`src/rtl/alu_rx_frontend.sv`:
```
// -----------------------------------------------------------------------------
// alu_rx_frontend
//
// Purpose:
//   Sits between a UART receiver/transmitter pair and a combinational ALU.
//   Collects a three-byte frame (operand A, operand B, opcode) from the
//   receive byte stream and presents it to the ALU as registered operands.
//   One cycle later it captures the ALU result, sign-extends it to the UART
//   byte width and issues a one-cycle transmit request. It then waits for the
//   transmitter to finish before accepting the next frame.
//
// Ports:
//   i_clk          system clock, rising edge
//   i_reset        synchronous active-high reset
//   i_rx_data      received byte, valid while i_rx_done is high
//   i_rx_done      one-cycle pulse: a byte is available
//   i_tx_done      one-cycle pulse: transmitter finished the byte
//   i_resultado    ALU result, combinational from o_dato_a/o_dato_b/o_operador
//   o_dato_a       registered operand A
//   o_dato_b       registered operand B
//   o_operador     registered opcode
//   o_tx_data      sign-extended result for the transmitter
//   o_tx_start     one-cycle transmit request
//   o_frame_error  one-cycle pulse when an idle timeout drops a partial frame
//   o_rx_overrun   sticky: a byte arrived while a result was being sent
// -----------------------------------------------------------------------------
module alu_rx_frontend #(
  parameter int NB_DATA        = 8,
  parameter int NB_OPERADOR    = 6,
  parameter int NB_UART        = 8,
  parameter int TIMEOUT_CYCLES = 1000
) (
  input  logic                   i_clk,
  input  logic                   i_reset,
  input  logic [NB_UART-1:0]     i_rx_data,
  input  logic                   i_rx_done,
  input  logic                   i_tx_done,
  input  logic [NB_DATA-1:0]     i_resultado,
  output logic [NB_DATA-1:0]     o_dato_a,
  output logic [NB_DATA-1:0]     o_dato_b,
  output logic [NB_OPERADOR-1:0] o_operador,
  output logic [NB_UART-1:0]     o_tx_data,
  output logic                   o_tx_start,
  output logic                   o_frame_error,
  output logic                   o_rx_overrun
);

  typedef enum logic [2:0] {
    WAIT_A  = 3'd0,
    WAIT_B  = 3'd1,
    WAIT_OP = 3'd2,
    SEND    = 3'd3,
    WAIT_TX = 3'd4
  } state_t;

  state_t                  state_q, state_d;
  logic [NB_DATA-1:0]      dato_a_q, dato_a_d;
  logic [NB_DATA-1:0]      dato_b_q, dato_b_d;
  logic [NB_OPERADOR-1:0]  operador_q, operador_d;
  logic [NB_UART-1:0]      tx_data_q, tx_data_d;
  logic                    tx_start_q, tx_start_d;
  logic                    frame_error_q, frame_error_d;
  logic                    rx_overrun_q, rx_overrun_d;

  logic                    in_frame;
  logic                    busy;
  logic                    timeout_fire;
  logic [NB_UART-1:0]      resultado_ext;

  // Upper bits of received bytes beyond the operand/opcode widths are
  // intentionally dropped; fold them here so they are visibly consumed.
  logic                    unused_rx_bits;
  assign unused_rx_bits = ^i_rx_data;

  // Mid-frame states are the only ones subject to the idle timeout.
  assign in_frame = (state_q == WAIT_B) || (state_q == WAIT_OP);
  // While a result is in flight any received byte is an overrun.
  assign busy     = (state_q == SEND) || (state_q == WAIT_TX);

  // ---------------------------------------------------------------------------
  // Idle timeout. The counter holds the number of idle cycles already spent
  // mid-frame, so it fires during the TIMEOUT_CYCLES-th idle cycle and the
  // state returns to WAIT_A at the end of that cycle. A byte arriving in that
  // same cycle wins because the fire condition requires !i_rx_done.
  // ---------------------------------------------------------------------------
  generate
    if (TIMEOUT_CYCLES > 0) begin : g_timeout
      localparam int CNT_W = $clog2(TIMEOUT_CYCLES + 1);
      localparam logic [CNT_W-1:0] CNT_LAST = CNT_W'(TIMEOUT_CYCLES - 1);

      logic [CNT_W-1:0] cnt_q, cnt_d;

      assign timeout_fire = in_frame && !i_rx_done && (cnt_q == CNT_LAST);

      always_comb begin
        cnt_d = '0;
        if (in_frame && !i_rx_done && !timeout_fire) begin
          cnt_d = cnt_q + CNT_W'(1);
        end
      end

      always_ff @(posedge i_clk) begin
        if (i_reset) begin
          cnt_q <= '0;
        end else begin
          cnt_q <= cnt_d;
        end
      end
    end else begin : g_no_timeout
      assign timeout_fire = 1'b0;
    end
  endgenerate

  // Sign-extend the ALU result to the UART byte width.
  generate
    if (NB_UART > NB_DATA) begin : g_sext
      assign resultado_ext = {{(NB_UART-NB_DATA){i_resultado[NB_DATA-1]}}, i_resultado};
    end else begin : g_no_sext
      assign resultado_ext = i_resultado;
    end
  endgenerate

  // ---------------------------------------------------------------------------
  // State register
  // ---------------------------------------------------------------------------
  always_ff @(posedge i_clk) begin
    if (i_reset) begin
      state_q <= WAIT_A;
    end else begin
      state_q <= state_d;
    end
  end

  // ---------------------------------------------------------------------------
  // Next-state logic
  // ---------------------------------------------------------------------------
  always_comb begin
    state_d = state_q;
    case (state_q)
      WAIT_A: begin
        if (i_rx_done) state_d = WAIT_B;
      end
      WAIT_B: begin
        if (i_rx_done)         state_d = WAIT_OP;
        else if (timeout_fire) state_d = WAIT_A;
      end
      WAIT_OP: begin
        if (i_rx_done)         state_d = SEND;
        else if (timeout_fire) state_d = WAIT_A;
      end
      SEND: begin
        // Operands have been stable for a full cycle, so the ALU result is
        // captured on the edge leaving this state.
        state_d = WAIT_TX;
      end
      WAIT_TX: begin
        if (i_tx_done) state_d = WAIT_A;
      end
      default: state_d = WAIT_A;
    endcase
  end

  // ---------------------------------------------------------------------------
  // Output / datapath logic
  // ---------------------------------------------------------------------------
  always_comb begin
    dato_a_d      = dato_a_q;
    dato_b_d      = dato_b_q;
    operador_d    = operador_q;
    tx_data_d     = tx_data_q;
    tx_start_d    = 1'b0;
    frame_error_d = timeout_fire;
    rx_overrun_d  = rx_overrun_q | (i_rx_done & busy);

    case (state_q)
      WAIT_A: begin
        if (i_rx_done) dato_a_d = i_rx_data[NB_DATA-1:0];
      end
      WAIT_B: begin
        if (i_rx_done) dato_b_d = i_rx_data[NB_DATA-1:0];
      end
      WAIT_OP: begin
        if (i_rx_done) operador_d = i_rx_data[NB_OPERADOR-1:0];
      end
      SEND: begin
        tx_data_d  = resultado_ext;
        tx_start_d = 1'b1;
      end
      default: ;
    endcase
  end

  always_ff @(posedge i_clk) begin
    if (i_reset) begin
      dato_a_q      <= '0;
      dato_b_q      <= '0;
      operador_q    <= '0;
      tx_data_q     <= '0;
      tx_start_q    <= 1'b0;
      frame_error_q <= 1'b0;
      rx_overrun_q  <= 1'b0;
    end else begin
      dato_a_q      <= dato_a_d;
      dato_b_q      <= dato_b_d;
      operador_q    <= operador_d;
      tx_data_q     <= tx_data_d;
      tx_start_q    <= tx_start_d;
      frame_error_q <= frame_error_d;
      rx_overrun_q  <= rx_overrun_d;
    end
  end

  assign o_dato_a      = dato_a_q;
  assign o_dato_b      = dato_b_q;
  assign o_operador    = operador_q;
  assign o_tx_data     = tx_data_q;
  assign o_tx_start    = tx_start_q;
  assign o_frame_error = frame_error_q;
  assign o_rx_overrun  = rx_overrun_q;

endmodule

```
`config.mk`:
```
export PLATFORM = sky130hd
export DESIGN_NAME = alu_rx_frontend
export DESIGN_NICKNAME = d
export VERILOG_FILES = /design/src/rtl/alu_rx_frontend.sv
export SDC_FILE = /design/constraint.sdc
export NUM_CORES = 1
export LEC_CHECK = 0
export CELL_PAD_IN_SITES_DETAIL_PLACEMENT = 1
export CELL_PAD_IN_SITES_GLOBAL_PLACEMENT = 1
export CORE_ASPECT_RATIO = 1.75
export CORE_UTILIZATION = 31
export DETAILED_ROUTE_END_ITERATION = 8
export PLACE_DENSITY_LB_ADDON = 0.1
export REMOVE_ABC_BUFFERS = 1
export SYNTH_ARGS = -nofsm -noshare
export SYNTH_HDL_FRONTEND = slang
export SYNTH_SLANG_ARGS = --single-unit
```
`constraint.sdc`:
```
create_clock -name i_clk -period 1.5 [get_ports i_clk]
set_clock_uncertainty 0.2 [all_clocks]
set_input_delay 0.225 -clock i_clk [delete_from_list [all_inputs] [get_ports i_clk]]
set_output_delay 0.225 -clock i_clk [all_outputs]
set_load 0.01 [all_outputs]
```
## Word-level counts from Yosys, hierarchy flattened

Cells that the tools add are included.

| word-level totals | value |
|---|---|
| output and inout bits | 33 |
| logic and storage cells | 40 |
| bits in registers | 46 |
| bits of input ports | 20 |

| operators by class | value |
|---|---|
| add/subtract/negate cells | 1 |
| reduce and logical (&&, ||, !) cells | 13 |
| equality and inequality tests | 7 |
| mux-type cells | 7 |
| bitwise gates (word level) | 3 |

Operator list:

| operator | count |
|---|---|
| $mux 3 | 5 |
| $pmux 3 s5 | 1 |
| $add 10x1->10 const B | 1 |
| $eq 10x10->1 const B | 1 |
| $reduce_and 2->1 | 4 |
| $eq 3x2->1 const B | 2 |
| $ne 2x2->1 const B | 2 |
| $eq 3x1->1 const B | 1 |
| $eq 3x3->1 const B | 1 |
| $logic_and 1x1->1 | 3 |
| $logic_not 3->1 | 1 |
| $logic_not 1->1 | 2 |
| $logic_or 1x1->1 | 2 |
| $reduce_or 2->1 | 1 |
| $and 1x1->1 | 1 |
| $mux 1 | 1 |
| $not 1->1 | 1 |
| $or 1x1->1 | 1 |

## Depth between registers and ports, before layout

Gate-level depths: netlist of run 1.

| depth | value |
|---|---|
| depth after elaboration | 8 |
| mapped depth | 5 |
| mapped depth without buffers | 5 |

## Least setup slack after synthesis of run 1

OpenSTA, ideal clock, no wires.

| timing | value |
|---|---|
| path type | register to register |
| from | reg state_q[2] |
| to | reg dato_a_q[0] (netlist: o_dato_a[0]) |
| library setup time | 0.133 ns |
| setup slack | -0.016 ns |
| path buffers | 2 |
| arrival | 1.183 ns |
| stages on the path, launching flop included | 6 |
| required time | 1.167 ns |
| clock period less this slack | 1.516 ns |
| cell sequence | dfxtp_1 > buf_6 > or4b_1 > buf_2 > nand2_1 > a21oi_1 |

| on the way | value |
|---|---|
| cells in the longest elaborated chain, start to end | 2 |

RTL lines:

| item | RTL line | source |
|---|---|---|
| start: declaration | 56 | `state_t state_q, state_d;` |
| start signal: assignment | 130 | `state_q <= state_d;` |
| $logic_not 3->1 | 175 | `case (state_q)` |
| $reduce_and 2->1 (no line) | -- |  |
| end signal: assignment | 203 | `dato_a_q <= dato_a_d;` |
| end: declaration | 57 | `logic [NB_DATA-1:0] dato_a_q, dato_a_d;` |

No other way between the ends.
A chain may end at the register's enable or synchronous reset.

## Worst setup path after layout of run 1

| timing | value |
|---|---|
| from | reg state_q[2] |
| to | reg dato_a_q[6] (netlist: o_dato_a[6]) |

The elaborated chain is that of the path after synthesis.

==> results by group, run 1 <==
Pwr
  – Int Power: 1.90 mW
  – Sw power: about 0.56 mW
  – Sw Share: 22.8%
  – Combinational share of power: 11.8%
  – Power Density: 899 nW/µm²
  – Lkg Pwr: 1.22 nW
  – Clock group share of total power: 36.4%
  – Sequential Power Share: 51.9%
  – Max IR drop VDD: just over 0.5 mV

Clock tree
  – Worst-Skew Late Latency: between 200 and 300 ps
  – Max Buffers Root-to-Sink: 2
  – Root Driver: clkbuf_8
  – H-tree depth: 2
  – Clk slew on worst S/H paths: 80 ps
  – CTS tree: done
  – Total CTS buffers: 5
  – Num Clock Sinks: 46

Setup path
  – Worst r2r path cells: 3
  – Beginning of the critical path: state_q[2]$_SDFFE_PP0P_
  – Critical path type: flip-flop to flip-flop
  – CP max stage delay: 630 ps
  – Crit. End Element: flip-flop
  – Cell family with most CP delay: simple AND/OR/NAND/NOR gates
  – Worst path cell trace: or4b_4, nand2_1, a21oi_1
  – Worst path depth: 3
  – Startpoint Class: flip-flop
  – CP bufs+invs: 0
  – CP max FO: 8
  – CP Data Required Time: 1470 ps
  – Crit path max-delay cell type: or4b_4
  – Worst r2r src: state_q[2]$_SDFFE_PP0P_
  – Arr. time, crit path: roughly 1500 ps

Synthesis
  – Post-Synthesis Cells: 186
  – Dominant cell type by area after synthesis: dfxtp_1
  – Count leader, synth: dfxtp_1
  – Top cell type's share of synthesized area: 51.0%
  – Post-synth cell types: 36
  – Yosys reg bits: 46
  – Synth cell count leaders: 46 x dfxtp_1, 34 x nor2_1, 22 x mux2i_1
  – Ys flop type: dfxtp_1
  – Asr flop ratio synth: 0%
  – Synth Area per Inst: 9.71 µm²
  – Synth area leaders: dfxtp_1 51%, mux2i_1 12%, nor2_1 7.1%
  – Synth warn: 0
  – Number of enable flip-flop cells after synthesis: 0
  – Post-synthesis sequential area ratio: a little over 50%
  – Synthesized cell area: 1810 µm²

Timing
  – Max Fclk: about 670 MHz
  – Hold Slack: 252 ps
  – Final period util: 99.6%
  – Worst-Margin Slew: 368 ps
  – Slew Limit Headroom: 75.3%
  – Final setup violation count: 0
  – Final number of hold-violating endpoints: 0
  – Setup TNS: 0 ps
  – RSZ-0062 raised after global routing: yes
  – Period minus WS final: 1490 ps
  – Max Slew Vio Count: 0

Global route
  – Largest net degree at the start of global routing: 34
  – Grt total ovfl: 0
  – Vias in the first global route: around 1,700
  – Gr usage total: approximately 17%
  – Global-route wire length before repair: 7800 µm
  – Antenna violations before repair: 0

Cells and area
  – Final #Nets: 279
  – Final instance count without filler cells: approximately 340
  – Layout cells sized above 1: 23.9%
  – Diode count: 0
  – Syn-to-layout area delta: 51.7%
  – Final Core Density: 49.1%

Min path
  – Type of the worst min-delay path: flip-flop to flip-flop
  – Hold depth: 1
  – HP Start: g_timeout.cnt_q[0]$_SDFF_PP0_

Floorplan
  – Core Area: about 5600 µm²
  – Die height: between 100 and 150 µm
  – Die X: between 50 and 60 µm
  – Row Count: 36
  – Initial Utilization: 32.3%
  – Die area: ~6100 µm²
  – I/O pin total: 53

Route
  – Total routed wirelength: roughly 4700 µm
  – Avg WL per Cell: 14.2 µm
  – Starting DRT DRC Count: 12
  – DRC Markers: 0
  – Met3 wire len: 170 µm
  – WL met2: 2810 µm
  – Final ANT Viol Nets: 0
  – Top sig layer: met4
  – DRT Pass-1 Iters: 4
  – DR vias/cell: ~4.7
  – DR vias: roughly 1,600
  – Met1 wire length: between 1500 and 2000 µm

Place
  – IO buf count: between 50 and 60
  – DP HPWL: 3580 µm
  – Placed Cells: 324
  – Routability Congestion: 0.684

Run status
  – Run status: finished clean

Run
  – Max-Cap Viols: 0
[area by class of cell]
class	count	area, µm²
fill	677	2850
sequential	46	943
multi-input combinational	128	900
timing repair buffer	76	689
tap	76	95.1
clock buffer	5	68.8
clock inverter	3	40.0
inverter	1	3.75
[power by group through the flow]
stage / registers (mW) / logic, mW / clock network (mW)
after CTS: 1.28 / 0.286 / 0.930
after detailed placement: 1.31 / 0.287 / 0
final: 1.28 / 0.290 / 0.895
after global placement: 1.31 / 0.276 / 0
after global routing: 1.28 / 0.316 / 0.981
after floorplan: 1.32 / 0.0865 / 0
[metal layers]
| metal | global-route usage, % | up-vias |
|---|---|---|
| met2 | 33.8 | 31 |
| met5 | 0 | - |
| met3 | 3.64 | 4 |
| met4 | 6.62 | 0 |
| met1 | 16.1 | 773 |
| li1 | - | 772 |
[state kept, by name, summed over array words and instances (netlist names)]
register / count
g_timeout.cnt_q: 10
o_tx_start: 1
o_operador: 6
o_frame_error: 1
o_rx_overrun: 1
o_tx_data: 8
o_dato_a: 8
o_dato_b: 8
state_q: 3
[timing repair]
action / CTS / global route
pin swaps: 5 / 10
buffers inserted: 2 / 2
endpoints found under the setup margin: 73 / 42
gates resized for setup: 54 / 19
hold buffers: 0 / 0
[through the flow]
stage	power (mW)	setup WS, ps	area (µm²)
6_report	2.46	5.74	2740
5_1_grt	2.58	-60.6	2740
4_1_cts	2.50	-18.1	2680
3_5_place_dp	1.60	-523	2530
3_3_place_gp	1.58	-466	2530
2_1_floorplan	1.41	-795	1740
[cell families (layout without fill, tap and decap cells)]
logic type / Yosys count / after routing / share of synthesized area (%)
simple gates: 79 / 79 / 22.6
mux: 22 / 22 / 12.2
xor+xnor: 6 / 6 / 2.91
buf+inv: 12 / 85 / 4.09
fa+ha+maj: 1 / 1 / 0.692
flops: 46 / 46 / 51.0
compound gates: 20 / 20 / 6.58
[path summary, 6_finish.rpt]
check	end	slack [ps]
hold reg to reg	g_timeout.cnt_q[0]$_SDFF_PP0_	250
hold / removal	g_timeout.cnt_q[0]$_SDFF_PP0_	250
setup reg to reg	o_dato_a[6]$_SDFFE_PP0P_	6
setup / recovery	o_dato_a[6]$_SDFFE_PP0P_	6
[placed cells by master (no fill, tap or decap), types with 4 or more instances in the layout]
master	instances
dfxtp_1	36
dlygate4sd2_1	34
nor2_1	33
mux2i_1	21
clkdlybuf4s50_1	18
buf_4	18
nand2_1	14
a21oi_1	11
nand2_2	6
dfxtp_2	6
clkbuf_8	5
buf_6	5
xnor2_1	4
nand3_1	4
and3_1	4
dfxtp_4	4
Note: power is estimated with default switching activity, not from simulation.
==> inputs of run 2 (changes only) <==
- CAP_MARGIN: not set -> 20
==> results of run 2 <==
Same layout as run 1: the final DEF is identical, and so are final timing and power.
